**config.mk**
```make
export PLATFORM = sky130hd
export DESIGN_NAME = free_list_ctrl_flat
export DESIGN_NICKNAME = d
export VERILOG_FILES = /design/src/rtl/free_list_if.sv /design/src/rtl/free_list_ctrl.sv /design/src/flat_wrapper.sv
export SDC_FILE = /design/constraint.sdc
export NUM_CORES = 1
export LEC_CHECK = 0
export CAP_MARGIN = 20
export CORE_MARGIN = 10
export CORE_UTILIZATION = 48
export DETAILED_ROUTE_END_ITERATION = 8
export MAX_ROUTING_LAYER = met4
export PLACE_DENSITY_LB_ADDON = 0.3
export SLEW_MARGIN = 10
export SYNTH_ARGS = -nofsm -noshare
export SYNTH_HDL_FRONTEND = slang
export SYNTH_SLANG_ARGS = --single-unit
```
**constraint.sdc**
```tcl
create_clock -name clk -period 3.9 [get_ports clk]
set_input_delay 0.78 -clock clk [delete_from_list [all_inputs] [get_ports clk]]
set_output_delay 0.78 -clock clk [all_outputs]
set_load 0.05 [all_outputs]
```
**src/rtl/free_list_if.sv**
```systemverilog
// Rename-stage bus between dispatch/ROB/map table and the free list controller.
// master: dispatch/ROB side (drives requests); slave: free_list_ctrl.
interface free_list_if #(
  parameter int PHYS_REGS = 64,
  parameter int ARCH_REGS = 32
);
  localparam int PR_W = $clog2(PHYS_REGS);
  localparam int AR_W = $clog2(ARCH_REGS);

  logic            dispatch_valid;
  logic [AR_W-1:0] dispatch_dest;
  logic            dispatch_ready;
  logic            set_dest_enable;
  logic [PR_W-1:0] new_dest_pr_idx;
  logic            retire_valid;
  logic            retire_has_dest;
  logic [PR_W-1:0] retire_old_pr;
  logic            mispredict;
  logic            restore_enable;
  logic [PR_W:0]   free_count;
  logic            overflow_err;

  modport master (
    output dispatch_valid, dispatch_dest, retire_valid, retire_has_dest,
           retire_old_pr, mispredict,
    input  dispatch_ready, set_dest_enable, new_dest_pr_idx, restore_enable,
           free_count, overflow_err
  );

  modport slave (
    input  dispatch_valid, dispatch_dest, retire_valid, retire_has_dest,
           retire_old_pr, mispredict,
    output dispatch_ready, set_dest_enable, new_dest_pr_idx, restore_enable,
           free_count, overflow_err
  );
endinterface

```
**src/rtl/free_list_ctrl.sv**
```systemverilog
// Physical-register free list for the rename stage (circular FIFO).
// Allocates a PR per dispatch, recycles superseded PRs at retire and rolls the
// speculative head back to the retire head on mispredict.
// Optional feature macro: FL_BYPASS_EN -- a PR freed by retire while the list is
// empty is handed straight to a same-cycle dispatch instead of being queued.
module free_list_ctrl #(
  parameter int PHYS_REGS = 64,
  parameter int ARCH_REGS = 32
) (
  input logic        clk,
  input logic        reset_n,
  free_list_if.slave fl
);
  localparam int PR_W = $clog2(PHYS_REGS);
  localparam int AR_W = $clog2(ARCH_REGS);
  localparam logic [PR_W:0] FULL_CNT = (PR_W+1)'(PHYS_REGS - 1);
  localparam logic [PR_W:0] PTR_ONE  = (PR_W+1)'(1);

  typedef enum logic {RUN = 1'b0, RECOVER = 1'b1} state_t;

  state_t          state;
  logic [PR_W-1:0] list_mem [PHYS_REGS];
  logic [PR_W:0]   spec_head;
  logic [PR_W:0]   ret_head;
  logic [PR_W:0]   tail;
  logic            overflow_q;

  logic [PR_W:0]   count;
  logic [PR_W:0]   ret_head_nxt;
  logic            empty;
  logic            full;
  logic            run_ok;
  logic            need_dest;
  logic            ret_pop;
  logic            push_req;
  logic            push_drop;
  logic            push_do;
  logic            alloc;
  logic            bypass;

  // Occupancy, allocation and recycle decisions for this cycle
  always_comb begin
    count        = tail - spec_head;
    empty        = (count == '0);
    full         = (count == FULL_CNT);
    run_ok       = reset_n && (state == RUN) && !fl.mispredict && fl.dispatch_valid;
    need_dest    = (fl.dispatch_dest != AR_W'(0));
    ret_pop      = fl.retire_valid && fl.retire_has_dest;
    push_req     = ret_pop && (fl.retire_old_pr != '0);
    bypass       = 1'b0;
`ifdef FL_BYPASS_EN
    bypass       = run_ok && need_dest && empty && push_req;
`endif
    alloc        = run_ok && need_dest && !empty;
    // A push into a full list only fits if an allocation frees a slot this cycle
    push_drop    = push_req && !bypass && full && !alloc;
    push_do      = push_req && !bypass && !push_drop;
    ret_head_nxt = ret_head + (ret_pop ? PTR_ONE : '0);
  end

  // Map-table / dispatch facing outputs; handshakes held low while in reset
  always_comb begin
    fl.dispatch_ready  = run_ok && (!need_dest || !empty || bypass);
    fl.set_dest_enable = alloc || bypass;
    fl.new_dest_pr_idx = reset_n ? list_mem[spec_head[PR_W-1:0]] : '0;
    if (bypass) fl.new_dest_pr_idx = fl.retire_old_pr;
    fl.restore_enable  = reset_n && fl.mispredict;
    fl.free_count      = count;
    fl.overflow_err    = overflow_q;
  end

  // Free-list storage, pointers, sticky overflow and RUN/RECOVER state
  always_ff @(posedge clk) begin
    if (!reset_n) begin
      for (int i = 0; i < PHYS_REGS; i++) begin
        list_mem[i] <= (i < PHYS_REGS - 1) ? PR_W'(i + 1) : '0;
      end
      spec_head  <= '0;
      ret_head   <= '0;
      tail       <= FULL_CNT;
      overflow_q <= 1'b0;
      state      <= RUN;
    end else begin
      if (push_do) begin
        list_mem[tail[PR_W-1:0]] <= fl.retire_old_pr;
        tail                     <= tail + PTR_ONE;
      end
      if (push_drop) overflow_q <= 1'b1;
      ret_head <= ret_head_nxt;
      // Rollback uses the retire head including this cycle's retirement
      if (fl.mispredict)  spec_head <= ret_head_nxt;
      else if (alloc)     spec_head <= spec_head + PTR_ONE;
      case (state)
        RUN:     state <= fl.mispredict ? RECOVER : RUN;
        RECOVER: state <= fl.mispredict ? RECOVER : RUN;
        default: state <= RUN;
      endcase
    end
  end
endmodule
```
**src/flat_wrapper.sv**
```systemverilog
// flat-port wrapper written by rule: the top's interface ports become plain ports
module free_list_ctrl_flat 
#(
  parameter int PHYS_REGS = 64,
  parameter int ARCH_REGS = 32
)
  (clk, reset_n, fl_dispatch_valid, fl_dispatch_dest, fl_retire_valid, fl_retire_has_dest, fl_retire_old_pr, fl_mispredict, fl_dispatch_ready, fl_set_dest_enable, fl_new_dest_pr_idx, fl_restore_enable, fl_free_count, fl_overflow_err);
  free_list_if #(.PHYS_REGS(PHYS_REGS), .ARCH_REGS(ARCH_REGS)) fl_i ();
  input logic clk;
  input logic reset_n;
  input wire logic [$bits(fl_i.dispatch_valid)-1:0] fl_dispatch_valid;
  input wire logic [$bits(fl_i.dispatch_dest)-1:0] fl_dispatch_dest;
  input wire logic [$bits(fl_i.retire_valid)-1:0] fl_retire_valid;
  input wire logic [$bits(fl_i.retire_has_dest)-1:0] fl_retire_has_dest;
  input wire logic [$bits(fl_i.retire_old_pr)-1:0] fl_retire_old_pr;
  input wire logic [$bits(fl_i.mispredict)-1:0] fl_mispredict;
  output wire logic [$bits(fl_i.dispatch_ready)-1:0] fl_dispatch_ready;
  output wire logic [$bits(fl_i.set_dest_enable)-1:0] fl_set_dest_enable;
  output wire logic [$bits(fl_i.new_dest_pr_idx)-1:0] fl_new_dest_pr_idx;
  output wire logic [$bits(fl_i.restore_enable)-1:0] fl_restore_enable;
  output wire logic [$bits(fl_i.free_count)-1:0] fl_free_count;
  output wire logic [$bits(fl_i.overflow_err)-1:0] fl_overflow_err;
  assign fl_i.dispatch_valid = fl_dispatch_valid;
  assign fl_i.dispatch_dest = fl_dispatch_dest;
  assign fl_i.retire_valid = fl_retire_valid;
  assign fl_i.retire_has_dest = fl_retire_has_dest;
  assign fl_i.retire_old_pr = fl_retire_old_pr;
  assign fl_i.mispredict = fl_mispredict;
  assign fl_dispatch_ready = fl_i.dispatch_ready;
  assign fl_set_dest_enable = fl_i.set_dest_enable;
  assign fl_new_dest_pr_idx = fl_i.new_dest_pr_idx;
  assign fl_restore_enable = fl_i.restore_enable;
  assign fl_free_count = fl_i.free_count;
  assign fl_overflow_err = fl_i.overflow_err;
  free_list_ctrl #(.PHYS_REGS(PHYS_REGS), .ARCH_REGS(ARCH_REGS)) u_core (.clk(clk), .reset_n(reset_n), .fl(fl_i));
endmodule
```
==> run_results.csv <==
group,metric,value,unit
clock_network,numCtsBuffers,42,
layout,drive_gt1_share,21.7,%
worst_setup_path,arrival,3.07,ns
detailed_routing,vias,13000,
logic_synthesis,postSynthAreaPerCell,13.5,µm²
detailed_routing,wl,58.8,mm
grt,grt-ovfl-total,0,
logic_synthesis,yosysUniqueCellTypes,62,
floorplan,row_count,72,
logic_synthesis,syn-cell-area,19000,µm²
worst_setup_path,worst-path-max-fanout,17,
min_path,holdCritPathClass,"flip-flop to flip-flop",
floorplan,die_w,219,µm
floorplan,die_h,219,µm
job,maxCapViolCount,0,
worst_setup_path,cpMostUsedCell,"mux4_2",
worst_setup_path,critical_path_class,"flip-flop to primary output",
clock_network,clockRootBuffer,"clkbuf_16",
place,dp.cells,1950,
place,place_congestion,0.987,
logic_synthesis,synthArstFlopShare,0,%
layout,fin_cells,2030,
detailed_routing,final_antenna_net_count,0,
detailed_routing,drc,0,
detailed_routing,viasPerCell,6.39,
place,placed_cell_area,20400,µm²
logic_synthesis,ys_seq_area_share,63.8,%
clock_network,htree_levels,2,
logic_synthesis,synth_warnings,0,
grt,grt_usage,25.2,%
power_and_ir_drop,powerDensity,456,nW/µm²
logic_synthesis,ys_ff_latch,413,
worst_setup_path,cp-end-kind,"primary output",
logic_synthesis,dominantRegCellSynth,"edfxtp_1",
clock_network,cts_tree,"built",
status,outcome,"completed",
sta,fin_crit_sh,98.7,%
worst_setup_path,crit_chain,"buf_12 > mux4_2 > mux4_2 > mux2i_1 > o22ai_1 > buf_4",
power_and_ir_drop,leakage,6.30,nW
grt,grt_antenna_before_repair,0,
grt,grt_start_max_net_pins,108,
sta,skew,0.0132,ns
layout,area_growth,14.6,%
power_and_ir_drop,peakVddDrop,0.000311,V
floorplan,start_util,48.9,%
sta,slew_violations,0,
sta,final.min_clock_period,3.85,ns
clock_network,clock_latency,0.56,ns
logic_synthesis,synth_edf_count,384,
logic_synthesis,postSynthCellCount,1405,
layout,finalNetCount,1510,
worst_setup_path,cp_num_buf_inv,2,
detailed_routing,wl_per_cell,28.9,µm
clock_network,cts_sinks,413,
logic_synthesis,syn_nets,1433,
detailed_routing,drt-initial-drc-count,1763,
worst_setup_path,critical_path.top_delay_family,"multiplexers",
grt,grt_pass1_wl,85.2,mm
layout,stdcell_area,21700,µm²
detailed_routing,first_pass_iters,8,
sta,finalHoldViolCount,0,
sta,setup_violations,0,
power_and_ir_drop,fin_total_pwr,9.92,mW
layout,fin_util,56.0,%
worst_setup_path,startpoint_type,"flip-flop",
worst_setup_path,crit_required,3.12,ns
sta,fmax,260,MHz
worst_setup_path,slowest_stage,"mux4_2",
place,dp_hpwl,41.8,mm
floorplan,ios,34,
grt,grt_pass1_vias,12700,
floorplan,core_area,38800,µm²
sta,max-slew-margin-rel,21.0,%
clock_network,clk_pin_slew,0.06,ns
clock_network,cts_buffer_depth,3,
floorplan,die-area,47900,µm²
worst_setup_path,critical-path-max-stage-delay,0.56,ns
place,portBuffers,33,
sta,max_slew.worst_pin.slew,1.17,ns
stage by stage:
step                      setup slack [ns]  hold slack [ns]  TNS (ns)
after floorplan                     0.0845            0.463         0
after global placement             -0.0118            0.483    -0.117
after detailed placement           -0.0237            0.491    -0.142
after CTS                          0.00524            0.508         0
after global routing              -0.00849            0.536  -0.00849
final                               0.0509            0.504         0
worst register-to-register path: cells and delay by family (launching register included):
family          cells  cell delay, ns
simple gates        2            0.49
compound gates      5            1.52
buf+inv             4            0.47
fa+ha+maj           2            0.54
flops               1            0.31
where the power goes:
| part | switching [mW] | total, mW | leakage [nW] | internal (mW) |
|---|---|---|---|---|
| clock | 1.67 | 3.77 | 0.620 | 2.10 |
| sequential | 0.0546 | 4.98 | 3.53 | 4.92 |
| combinational | 0.763 | 1.18 | 2.15 | 0.417 |
what timing repair did:
| action | 4_1_cts | 5_1_grt |
|---|---|---|
| hold buffers | 0 | 0 |
| pin swaps | 3 | 3 |
| setup endpoints to repair | 15 | 228 |
| gates resized for setup | 5 | 16 |
| setup buffers | 2 | 0 |
area by class of cell:
| class | instances | area (µm²) |
|---|---|---|
| tap | 518 | 648 |
| timing repair buffer | 137 | 1260 |
| inverter | 16 | 60.1 |
| clock inverter | 17 | 81.3 |
| multi-input combinational | 872 | 6410 |
| sequential | 413 | 12100 |
| fill | 3044 | 17100 |
| clock buffer | 56 | 1170 |
| antenna | 1 | 2.50 |
per-layer routing:
metal	vias to the layer above	global-route usage (%)	wire (µm)
met1	6400	31.6	20800
met5	-	-	0
li1	5327	-	-
met4	0	11.8	3030
met2	1055	37.3	27000
met3	195	7.54	7930
registers in the layout (all words and copies together) (netlist names), named ones only:
register and flops:
u_core.fl.overflow_err 1, u_core.list_mem 384, u_core.ret_head 7, u_core.spec_head 7
u_core.state 1, u_core.tail 7
synthesized netlist by cell type, drive strengths merged, types with 2 or more instances:
| master | instances | area share [%] |
|---|---|---|
| o211ai | 4 | 0.18 |
| xor2 | 9 | 0.42 |
| nor3 | 33 | 0.87 |
| nand3 | 25 | 0.66 |
| dfxtp | 29 | 3.1 |
| a21oi | 12 | 0.32 |
| edfxtp | 384 | 61 |
| xnor2 | 8 | 0.37 |
| nor2b | 2 | 0.066 |
| nor4 | 2 | 0.099 |
| buf | 47 | 1.3 |
| inv | 15 | 0.30 |
| nor2 | 234 | 4.7 |
| or3 | 6 | 0.22 |
| nand2b | 9 | 0.30 |
| mux2i | 13 | 0.69 |
| or2 | 8 | 0.26 |
| or4 | 3 | 0.14 |
| o31ai | 2 | 0.079 |
| mux4 | 120 | 14 |
| nand4 | 2 | 0.066 |
| and2 | 11 | 0.36 |
| nand2 | 242 | 4.8 |
| o21ai | 72 | 2.0 |
| o22ai | 7 | 0.23 |
| or3b | 2 | 0.092 |
| and3 | 10 | 0.34 |
| ha | 10 | 0.66 |
| a211o | 2 | 0.092 |
| a211oi | 5 | 0.25 |
| o21bai | 2 | 0.14 |
| nand3b | 4 | 0.16 |
| clkbuf | 56 | 1.1 |
| nor3b | 2 | 0.079 |
placed cells by master (no fill, tap or decap), types with 3 or more instances in the layout:
cell	n
edfxtp_1	384
nand2_1	242
nor2_1	228
mux4_2	120
buf_4	96
o21ai_0	59
clkbuf_16	45
nor3_1	32
nand3_1	25
dfxtp_1	25
clkdlybuf4s50_1	21
inv_1	15
buf_12	13
o21ai_1	12
a21oi_1	11
and2_1	11
clkbuf_1	11
mux2i_1	10
ha_1	10
clkinv_2	10
nand2b_1	9
and3_1	9
clkinv_1	7
xor2_1	7
o22ai_1	7
xnor2_1	7
or2_2	6
or3_1	5
nor2_2	5
nand3b_1	4
a211oi_1	3
o211ai_1	3
mux2i_2	3
cells by family after synthesis:
logic type	share of synthesized area (%)
compound gates	3.49
xor+xnor	0.785
fa+ha+maj	0.765
buf+inv	2.77
flops	63.8
mux	14.9
simple gates	13.4
path summary, 6_finish.rpt:
check | slack (ns) | endpoint | depth (start not counted) | startpoint
worst min-delay path | 0.50 | u_core.tail[6] | 2 | u_core.tail[6]
worst max-delay path | 0.05 | fl_new_dest_pr_idx[5] | 6 | flip-flop
worst min register to register | 0.50 | u_core.tail[6] | 2 | u_core.tail[6]
worst max register to register | 0.18 | u_core.list_mem[10][2] | 13 | u_core.tail[0]
Power figures use the tool's default switching activity.
==> edit, RTL diff (same settings) <==
`PHYS_REGS` is set to 64 in 3 places; all go to 32.
--- a/src/rtl/free_list_if.sv
+++ b/src/rtl/free_list_if.sv
@@ -1,7 +1,7 @@
 // Rename-stage bus between dispatch/ROB/map table and the free list controller.
 // master: dispatch/ROB side (drives requests); slave: free_list_ctrl.
 interface free_list_if #(
-  parameter int PHYS_REGS = 64,
+  parameter int PHYS_REGS = 32,
   parameter int ARCH_REGS = 32
 );
   localparam int PR_W = $clog2(PHYS_REGS);
--- a/src/rtl/free_list_ctrl.sv
+++ b/src/rtl/free_list_ctrl.sv
@@ -4,7 +4,7 @@
 // Optional feature macro: FL_BYPASS_EN -- a PR freed by retire while the list is
 // empty is handed straight to a same-cycle dispatch instead of being queued.
 module free_list_ctrl #(
-  parameter int PHYS_REGS = 64,
+  parameter int PHYS_REGS = 32,
   parameter int ARCH_REGS = 32
 ) (
   input logic        clk,
--- a/src/flat_wrapper.sv
+++ b/src/flat_wrapper.sv
@@ -1,7 +1,7 @@
 // flat-port wrapper written by rule: the top's interface ports become plain ports
 module free_list_ctrl_flat 
 #(
-  parameter int PHYS_REGS = 64,
+  parameter int PHYS_REGS = 32,
   parameter int ARCH_REGS = 32
 )
   (clk, reset_n, fl_dispatch_valid, fl_dispatch_dest, fl_retire_valid, fl_retire_has_dest, fl_retire_old_pr, fl_mispredict, fl_dispatch_ready, fl_set_dest_enable, fl_new_dest_pr_idx, fl_restore_enable, fl_free_count, fl_overflow_err);
Interface: changed (resized fl_free_count, fl_new_dest_pr_idx and fl_retire_old_pr); port bits go from 34 to 31. The function was not compared with the original's and may differ.
==> edit against the unedited design <==
Routed wire length decreased by 61%. Critical path depth did not move. Sequential cell count decreased by 228. Area after synthesis shrank 54%. Final area fell by 54%. Power fell by 55%. Worst setup slack better by 0.21 ns. First-iteration DRC count is 57% lower.
==> edit: results (changes against the unedited design) <==
status complete, no violations; H-Tree Depth 4 (+2); critical path class register to output pin; Post-Route WL 22800 um (-61%); YS warnings 0 (unchanged); Fill cells 1468 (-52%); Clock Skews 0.00657 ns (-0.00659 ns); Slew HR 46.1% (+25 points); number of synthesized flops with an enable pin 160 (-58%); TritonCTS Buffers 17 (-60%); Max IR drop VDD 0.000328 V (+5.5%); ys flop type edfxtp_1; PortBufs 30 (-9.1%); cell family with most CP delay multiplexers; top cells by count, synth edfxtp_1 (160), nand2_1 (108), nor2_1 (94); Seq/Total Area, Yosys 60.8% (-3.1 points); Clock Path Buffers 2 (-1); clock network latency to the later pin of the worst-skew pair 0.43 ns (-0.13 ns); drt pass-1 iters 7 (-1); FF-to-FF End u_core.list_mem[7][1]; DRT iter0 DRCs 764 (-57%); crit-path max FO 33 (+16); first-pass GRT wire length 34400 um (-60%); critical path capture point fl_new_dest_pr_idx[2]; layout cells sized above 1 20.0% (-1.7 points); worst reg2reg setup slack 0.53 ns (+0.35 ns); Yosys cell types 47 (-24%); Tot GR Track Use 19.8% (-5.4 points); Post-synth ARST share 0% (unchanged); max incr delay on CP 0.60 ns (+0.04 ns); postcts setup bufs 0 (-2); HPWL Detailed 16400 um (-61%); DP Area 0.00944 mm^2 (-54%); Net Count, Synth 696 (-51%); Slowest-stage cell, CP mux4_2; Leak 3.04 nW (-52%); largest register by flop count u_core.list_mem; Largest register FFs 160 (-58%); initial antenna violation count 0 (unchanged); largest net degree at the start of global routing 50 (-54%); number of global-route vias before repair 5789 (-55%); synth top area cells edfxtp_1 (55%), mux4_2 (13%), dfxtp_1 (5.7%); ANT cells 0 (-1); final estimated routing congestion in global placement 0.896 (-9.2%); CTS-repair resized insts 5 (unchanged); clock transition at the registers of the reported paths 0.06 ns (about the same); Final #Nets 742 (-51%); Avg Vias per Cell 6.05 (-5.4%); Critical Path AT 2.86 ns (-0.21 ns)
[edit: kinds of logic (layout without fill, tap and decap cells)]
kind of cell    count (synthesis)  after routing  share of synthesized area (%)
simple gates                  289            289                           15.4
mux                            58             58                           13.8
xor+xnor                       14             14                           1.40
fa+ha+maj                      13             13                           1.95
flops                         185            185                           60.8
buf+inv                        48            107                           2.55
compound gates                 60             60                           4.08
[edit: stage by stage]
stage	setup slack (ns)	total power [mW]	utilization, %	instances
finish	0.260	4.46	55.9	955
global route	0.0571	4.59	55.9	955
CTS	0.0962	4.46	55.8	955
detailed placement	0.0595	2.85	52.7	923
floorplan	0.199	2.65	-	667
global placement	0.180	2.84	52.7	923
[edit: area by class of cell]
type | count | share of cell area (%)
flip-flops and latches | 185 | 53.1
clock inverters | 13 | 1.28
well taps | 229 | 2.87
clock buffers | 19 | 4.33
multi-input cells | 434 | 32.3
inverters | 11 | 0.413
repair buffers | 64 | 5.77
[edit: tightest hold or removal path, delay by kind of cell, from the launching register on]
family	cells	cell delay [ns]
multiplexers	1	0.05
flip-flops	1	0.33
AND/OR/NAND/NOR	1	0.06
[edit: routing by layer]
layer | share of wire (%) | routed length [um] | GRT usage, %
met1 | 38 | 8760 | 24.0
met2 | 48 | 10900 | 30.9
met3 | 11 | 2440 | 5.54
met4 | 2.9 | 661 | 7.60
met5 | 0 | 0 | -
[edit: report_power, final]
part | internal [mW] | leakage (nW) | switching, mW
Clock | 0.935 | 0.264 | 0.712
Sequential | 2.19 | 1.58 | 0.0361
Combinational | 0.215 | 1.19 | 0.367
Total | 3.34 | 3.04 | 1.12
[edit: how the worst min path moves through the flow]
stage | start | end | slack [ns]
global placement | u_core.tail[5] | u_core.tail[5] | 0.47
detailed placement | u_core.tail[5] | u_core.tail[5] | 0.47
floorplan | u_core.tail[5] | u_core.tail[5] | 0.45
global route | u_core.tail[5] | u_core.tail[5] | 0.50
CTS | u_core.tail[5] | u_core.tail[5] | 0.48
finish | u_core.tail[5] | u_core.tail[5] | 0.48
